### config.mk
export PLATFORM = sky130hd
export DESIGN_NAME = state_save_sequencer
export DESIGN_NICKNAME = d
export VERILOG_FILES = /design/src/rtl/state_save_sequencer.sv
export SDC_FILE = /design/constraint.sdc
export NUM_CORES = 1
export LEC_CHECK = 0
export BUFFER_PORTS_ARGS = -buffer_cell sky130_fd_sc_hd__buf_2
export CELL_PAD_IN_SITES_DETAIL_PLACEMENT = 0
export CELL_PAD_IN_SITES_GLOBAL_PLACEMENT = 1
export CORE_MARGIN = 2
export CORE_UTILIZATION = 34
export CTS_CLUSTER_DIAMETER = 80
export CTS_CLUSTER_SIZE = 28
export DETAILED_ROUTE_END_ITERATION = 16
export PLACE_DENSITY = 0.74
export SLEW_MARGIN = 10
export SYNTH_ARGS = -nofsm -noshare
export SYNTH_HDL_FRONTEND = slang
export SYNTH_SLANG_ARGS = --single-unit
### constraint.sdc
create_clock -name clk -period 1.65 [get_ports clk]
set_input_delay 0.495 -clock clk [delete_from_list [all_inputs] [get_ports clk]]
set_output_delay 0.495 -clock clk [all_outputs]
set_load 0.005 [all_outputs]
### src/rtl/state_save_sequencer.sv
// Initiator for the data memory's interrupt state save/restore stack protocol.
// Saves PC and flags on interrupt entry and reloads them on return-from-interrupt.
module state_save_sequencer #(
  parameter logic [31:0] INT_VECTOR = 32'h0000_0020
) (
  input  logic        clk,
  input  logic        rst,
  input  logic        int_req,
  input  logic        rti_req,
  input  logic [31:0] pc_in,
  input  logic [15:0] bus_with_fetch,
  output logic [2:0]  save_state_counter,
  output logic [2:0]  state_type,
  output logic [31:0] saved_pc,
  output logic        stall,
  output logic        pc_load,
  output logic [31:0] pc_load_value,
  output logic        flags_load,
  output logic [2:0]  flags_restored,
  output logic        busy
);

  typedef enum logic [1:0] {
    IDLE    = 2'd0,
    SAVE    = 2'd1,
    RESTORE = 2'd2,
    LOAD    = 2'd3
  } state_t;

  localparam logic [2:0] TYPE_NONE    = 3'd0;
  localparam logic [2:0] TYPE_SAVE    = 3'd1;
  localparam logic [2:0] TYPE_RESTORE = 3'd2;

  state_t      state_q, state_d;
  logic [2:0]  cnt_q, cnt_d;
  logic [2:0]  type_q, type_d;
  logic [31:0] saved_pc_q, saved_pc_d;
  logic        stall_q, stall_d;
  logic        pc_load_q, pc_load_d;
  logic [31:0] pcv_q, pcv_d;
  logic        flags_load_q, flags_load_d;
  logic [2:0]  flags_q, flags_d;
  logic        busy_q, busy_d;

  always_ff @(posedge clk or negedge rst) begin
    if (!rst) begin
      state_q      <= IDLE;
      cnt_q        <= 3'd0;
      type_q       <= TYPE_NONE;
      saved_pc_q   <= 32'd0;
      stall_q      <= 1'b0;
      pc_load_q    <= 1'b0;
      pcv_q        <= 32'd0;
      flags_load_q <= 1'b0;
      flags_q      <= 3'd0;
      busy_q       <= 1'b0;
    end else begin
      state_q      <= state_d;
      cnt_q        <= cnt_d;
      type_q       <= type_d;
      saved_pc_q   <= saved_pc_d;
      stall_q      <= stall_d;
      pc_load_q    <= pc_load_d;
      pcv_q        <= pcv_d;
      flags_load_q <= flags_load_d;
      flags_q      <= flags_d;
      busy_q       <= busy_d;
    end
  end

  always_comb begin
    state_d      = state_q;
    cnt_d        = cnt_q;
    type_d       = type_q;
    saved_pc_d   = saved_pc_q;
    stall_d      = stall_q;
    pc_load_d    = 1'b0;
    pcv_d        = pcv_q;
    flags_load_d = 1'b0;
    flags_d      = flags_q;
    busy_d       = busy_q;

    case (state_q)
      IDLE: begin
        if (int_req) begin
          saved_pc_d = pc_in;
          cnt_d      = 3'd3;
          type_d     = TYPE_SAVE;
          stall_d    = 1'b1;
          busy_d     = 1'b1;
          state_d    = SAVE;
        end else if (rti_req) begin
          cnt_d   = 3'd4;
          type_d  = TYPE_RESTORE;
          stall_d = 1'b1;
          busy_d  = 1'b1;
          state_d = RESTORE;
        end
      end
      SAVE: begin
        cnt_d = cnt_q - 3'd1;
        if (cnt_q == 3'd1) begin
          type_d    = TYPE_NONE;
          busy_d    = 1'b0;
          pc_load_d = 1'b1;
          pcv_d     = INT_VECTOR;
          state_d   = LOAD;
        end
      end
      RESTORE: begin
        // Memory pops flags, PC low, PC high; each word is on the bus one edge after its pop.
        cnt_d = cnt_q - 3'd1;
        case (cnt_q)
          3'd3: flags_d = bus_with_fetch[2:0];
          3'd2: pcv_d[15:0] = bus_with_fetch;
          3'd1: begin
            pcv_d[31:16] = bus_with_fetch;
            type_d       = TYPE_NONE;
            busy_d       = 1'b0;
            pc_load_d    = 1'b1;
            flags_load_d = 1'b1;
            state_d      = LOAD;
          end
          default: ;
        endcase
      end
      LOAD: begin
        // Stall spans the pc_load cycle; requests seen here are deliberately not accepted.
        stall_d = 1'b0;
        state_d = IDLE;
      end
      default: state_d = IDLE;
    endcase
  end

  assign save_state_counter = cnt_q;
  assign state_type         = type_q;
  assign saved_pc           = saved_pc_q;
  assign stall              = stall_q;
  assign pc_load            = pc_load_q;
  assign pc_load_value      = pcv_q;
  assign flags_load         = flags_load_q;
  assign flags_restored     = flags_q;
  assign busy               = busy_q;

endmodule
==> out/metrics.yaml, run 1 <==
synth-edff-count: 0
cts_num_sinks: 78
slowest_stage: "dfrtp_2"
synth_compound_area_frac: 0.0464
cts_buffer_depth: 2
critPathMaxStageDelay_ns: 0.44
numCtsBuffers: 9
layout.nets: 460
gp_congestion: 0.731
h-tree-depth: 3
synth-simple-area-share: 0.0684
finalHoldViolations: 0
synth_nets: 305
ys_top_cells_by_count: "dfrtp_1, mux2_2, inv_1"
path_max_fanout: 8
drt_iter0_drc: 46
muxShareOfSynthArea: 0.233
startpoint_type: "register"
ant_nets: 0
synth_top_family_by_area: "multiplexers"
grt_first_pass_wirelength_um: 12400
areaGrowthSynthToFinish_pct: 41.4
synth_top_flop_cell: "dfrtp_1"
synth_area_um2: 3370
end_kind: "register"
worst_slack_ns: -0.0527
path_clk_slew_ns: 0.08
antenna_cells: 0
worstPathCellList: "inv_4, ha_4, nor2b_4, nor3_4, clkbuf_16, mux2_4"
grt_max_degree: 36
period_needed_ns: 1.70
row_count: 36
finalSetupViolCount: 16
core_area_um2: 9680
drc_errors: 0
numPortBuffers: 127
maxCapViolCount: 0
synthTopCellsByArea: "dfrtp_1, mux2_2, ha_1"
ys_seq_area_frac: 0.579
p_leak_nw: 2.40
cts_tree: "done"
outcome: "complete, but fails checks"
synth.largest_area_cell: "dfrtp_1"
vias: 2414
synth_adder_area_share: 0.0371
die_y_um: 104
drv_slew: 0
critPathRequiredTime_ns: 1.88
grt_usage: 0.143
wirelength_um: 7720
yosysWarnings: 0
pre_cts_slack_ns: -0.0750
synth-xor-area-share: 0.00260
insertion_delay_ns: 0.34
cp.arrival_ns: 1.93
grt_pass1_vias: 2457
synthCells: 243
dieArea_um2: 10700
synth_top_area_frac: 0.579
initial_core_util: 0.348
final_min_period_over_clock_period: 1.03
io_pins: 129
max_clock_freq_ghz: 0.587
power_density_nw_per_um2: 1890
synth.most_common_cell: "dfrtp_1"
syn_area_per_cell_um2: 13.9
via_per_inst: 4.50
fin_setup_tns_ns: -0.445
synthDistinctLibCells: 36
crit_type: "reg -> reg"
rsz0062_at_grt: "yes"
grt-ovfl-total: 0
layout-drive-gt1-share: 0.640
violations: "negative setup slack"
synth.ff_latch_count: 78
r2r_slack_ns: -0.05
die_w_um: 104
antenna_found_initial: 0
dpl.hpwl_um: 5400
async_flop_share: 1.00
worst_clock_skew_ns: 0.00815
dr.pass1.iters: 4
fin_hold_ws_ns: 0.379
ir_worst_vdd_uv: 783
wl_per_cell_um: 14.4
clockRootBuffer: "clkbuf_8"
worstHoldPathType: "in -> reg"
==> layout make-up <==
cell class / instances / area (um^2)
clock buffer: 11 / 131
clock inverter: 5 / 108
fill: 902 / 4920
multi-input combinational: 142 / 1420
timing repair buffer: 156 / 938
sequential: 78 / 1960
inverter: 11 / 46.3
tap: 133 / 166
==> path summary, 6_finish.rpt <==
kind / start / to / cells after the start
hold reg to reg: saved_pc[20] / saved_pc[20] / 1
hold / removal: pc_in[0] / saved_pc[0] / 2
setup reg to reg: state_q[1] / pc_load_value[13] / 6
setup / recovery: state_q[1] / pc_load_value[13] / 6
min in group asynchronous: rst / save_state_counter[0] / 2
max in group asynchronous: rst / state_q[1] / 3
==> repair_timing <==
action,in CTS,in global routing
setup endpoints to repair,31,50
resized for setup,0,27
gates cloned,0,1
pin swaps,1,3
buffers inserted,3,2
endpoints found under the hold margin,14,0
hold buffers,1,0
==> through the flow <==
stage | cell area, um^2 | total power, W | instances | utilization
after floorplan | 3390 | 0.00530 | 243 | -
after global placement | 4340 | 0.00691 | 513 | 0.448
after detailed placement | 4340 | 0.00703 | 513 | 0.448
after CTS | 4620 | 0.00883 | 533 | 0.477
after global routing | 4760 | 0.00969 | 536 | 0.492
final | 4760 | 0.00902 | 536 | 0.492
==> power by group <==
part           total, W  leakage [nW]  switching [W]  internal, W
registers       0.00316         0.971       0.000427      0.00273
clock network   0.00170         0.118       0.000692      0.00101
logic           0.00416          1.31        0.00179      0.00237
total           0.00902          2.40        0.00291      0.00611
==> cells in the final DEF (no fill, tap or decap), types with 2 or more instances in the layout <==
cell type  instances
a21oi_1            2
and2_1             9
and2_2             6
buf_12             5
buf_2            126
buf_4             23
bufinv_16          3
clkbuf_1           2
clkbuf_8           9
clkinv_4           2
dfrtp_1           75
dfrtp_2            3
ha_1               6
ha_2               2
ha_4               2
inv_1              9
inv_4              2
mux2_2            50
mux2_4            16
mux2i_1            3
nand2_1            5
nand3_1            4
nor2_1             5
o211ai_1           2
o21ai_0            7
o32ai_1            2
==> critical path, delay by kind of cell (launching register included) <==
kind,cells,cell delay (ns)
DFF,1,0.44
and+or+nand+nor,2,0.38
muxes,1,0.30
buffers and inverters,2,0.29
adders and majority gates,1,0.16
==> state kept, by name (all words and copies together), names as in the netlist <==
signal	cells
pc_load_value	32
saved_pc	32
flags_restored	3
save_state_counter	3
state_q	2
state_type	2
busy	1
flags_load	1
pc_load	1
stall	1
==> logic make-up (layout without fill, tap and decap cells) <==
group	count (synthesis)	count (layout)
fa+ha+maj	10	10
flops	78	78
xor+xnor	1	1
buf+inv	23	183
mux	70	70
simple gates	37	37
compound gates	23	23
other cells	1	1
==> layer usage <==
metal | GRT usage | vias to the layer above | share of wire
li1 | - | 1148 | -
met1 | 0.182 | 1169 | 0.44
met2 | 0.233 | 90 | 0.49
met3 | 0.0472 | 7 | 0.061
met4 | 0.0454 | 0 | 0.0087
met5 | 0 | - | 0
Note: power is estimated with default switching activity, not from simulation.
==> inputs of run 2 (changes only) <==
MAX_ROUTING_LAYER = met4   (was default)
SKIP_CTS_REPAIR_TIMING = 1   (was default)
==> run 2 against run 1 <==
Compared with the run above: the run still ends with negative setup slack left; combinational power decreased by 2%; final cell count decreased by 0.56%; critical path type unchanged; sequential share of layout area increased by 0.48 points; clock-buffer cell count unchanged; highest routed layer unchanged; core utilization decreased by 0.57 points; global-route usage increased by 0.35 points; largest power group unchanged; flip-flop and latch count unchanged; setup slack got worse by 0.019 ns.
==> out/metrics.yaml, run 2 (synthesis gave the netlist of run 1 again) <==
outcome: "complete, but fails checks"
violations: "negative setup slack"
grt_max_degree: 36  # unchanged
r2r_slack_ns: -0.07  # -0.02 ns
rsz0062_at_grt: "yes"
crit_type: "reg -> reg"
critPathRequiredTime_ns: 1.88  # about the same
dpl.hpwl_um: 5400  # unchanged
worstHoldPathType: "in -> async"
fin_setup_tns_ns: -0.626  # -0.182 ns
wl_per_cell_um: 14.2  # -1.4%
startpoint_type: "register"
max_clock_freq_ghz: 0.581  # -1.1%
dieArea_um2: 10700  # unchanged
vias: 2393  # -0.87%
dr.pass1.iters: 4  # unchanged
numPortBuffers: 127  # unchanged
drt_iter0_drc: 57  # +24%
path_max_fanout: 8  # unchanged
power.internal_w: 0.00605  # -1.1%
gp_congestion: 0.739  # +1.2%
p_leak_nw: 2.37  # -1.3%
slowest_stage: "dfrtp_2"
initial_core_util: 0.348  # unchanged
worst_slack_ns: -0.0713  # -0.0186 ns
antenna_cells: 0  # unchanged
cp.arrival_ns: 1.95  # +0.02 ns
finalHoldViolations: 0  # unchanged
clockRootBuffer: "clkbuf_8"
worst_clock_skew_ns: 0.00918  # +0.00102 ns
row_count: 36  # unchanged
ir_worst_vdd_uv: 765  # -2.3%
end_kind: "register"
cp-endpoint: "pc_load_value[13]"
drc_errors: 0  # unchanged
layout.nets: 457  # -0.65%
crit_cells: 6  # unchanged
crit_family: "flip-flops"
grt_pass1_vias: 2453  # -0.16%
numCtsBuffers: 9  # unchanged
power_density_nw_per_um2: 1890  # about the same
core_area_um2: 9680  # unchanged
cts_tree: "done"
clkPwrFrac: 0.191  # +0.002
mostFrequentLayoutCells: "buf_2, dfrtp_1, mux2_2"
via_per_inst: 4.49  # -0.31%
critPathMaxStageDelay_ns: 0.44  # about the same
layout_commonest_cell: "buf_2"
grt_first_pass_wirelength_um: 12300  # -0.61%
path_clk_slew_ns: 0.08  # about the same
seqPwrFrac: 0.354  # +0.004
h-tree-depth: 3  # unchanged
cts_buffer_depth: 2  # unchanged
place_area_um2: 4340  # unchanged
maxCapViolCount: 0  # unchanged
antenna_found_initial: 0  # unchanged
critPathLaunch: "state_q[1]"
design_area_um2: 4710  # -1.2%
wirelength_um: 7570  # -2.0%
layout-drive-gt1-share: 0.640  # about the same
io_pins: 129  # unchanged
p_total_w: 0.00892  # -1.1%
worst-path-buf-inv: 2  # unchanged
final_min_period_over_clock_period: 1.04  # +0.0113
insertion_delay_ns: 0.34  # about the same
worstPathCellList: "inv_4, ha_4, nor2b_4, nor3_4, clkbuf_16, mux2_2"
grt-ovfl-total: 0  # unchanged
switching_share: 0.322  # about the same
ant_nets: 0  # unchanged
switching_power_w: 0.00287  # -1.2%
grt_usage: 0.147  # +0.00349
areaGrowthSynthToFinish_pct: 39.8
pwr-share-comb: 0.456  # -0.005
worstReg2RegEnd: "pc_load_value[13]"
drv_slew: 0  # unchanged
die_w_um: 104  # unchanged
r2r-start: "state_q[1]"
reg2regPathDepth: 6  # unchanged
period_needed_ns: 1.72  # +0.0186 ns
die_y_um: 104  # unchanged
cts_num_sinks: 78  # unchanged
finalSetupViolCount: 16  # unchanged
[run 2: per-stage QoR]
stage | hold WS [ns] | utilization | std cells | worst slack [ns]
4_1_cts | -0.00360 | 0.473 | 529 | -0.0926
3_3_place_gp | 0.382 | 0.448 | 513 | -0.0445
2_1_floorplan | 0.199 | - | 243 | -0.0832
6_report | 0.0127 | 0.486 | 533 | -0.0713
5_1_grt | -0.00113 | 0.486 | 533 | -0.127
3_5_place_dp | 0.381 | 0.448 | 513 | -0.0750
[run 2: power groups by stage]
stage                     combinational [W]  clock, W  sequential, W
after floorplan                     0.00207         0        0.00324
after global placement              0.00377         0        0.00314
after detailed placement            0.00385         0        0.00317
after CTS                           0.00387   0.00177        0.00314
after global routing                0.00447   0.00186        0.00326
final                               0.00406   0.00170        0.00315
[run 2: final cells by class]
class,instances,area (um^2)
fill,898,4980
sequential,78,1960
timing repair buffer,153,913
clock inverter,5,108
multi-input combinational,142,1390
inverter,11,46.3
tap,133,166
clock buffer,11,131
[run 2: worst register-to-register path: stages (launching register included)]
cell and delay, ns:
dfrtp_2 0.44, inv_4 0.06, ha_4 0.16, nor2b_4 0.13, nor3_4 0.27, clkbuf_16 0.22
mux2_2 0.33
[run 2: per-layer routing]
layer  global-route usage  up-vias  part of all wire
li1                     -     1138                 -
met1                0.184     1157              0.45
met2                0.234       89              0.49
met3               0.0409        9             0.056
met4               0.0454        0            0.0071
met5                    -        -                 0
[run 2: how the worst min path moves through the flow]
stage / startpoint / end / cells after the start
final: rst / save_state_counter[0] / 1
after global routing: rst / save_state_counter[0] / 1
after CTS: rst / pc_load_value[2] / 1
after detailed placement: rst / busy / 1
after global placement: rst / state_type[0] / 1
after floorplan: rst / busy / 0
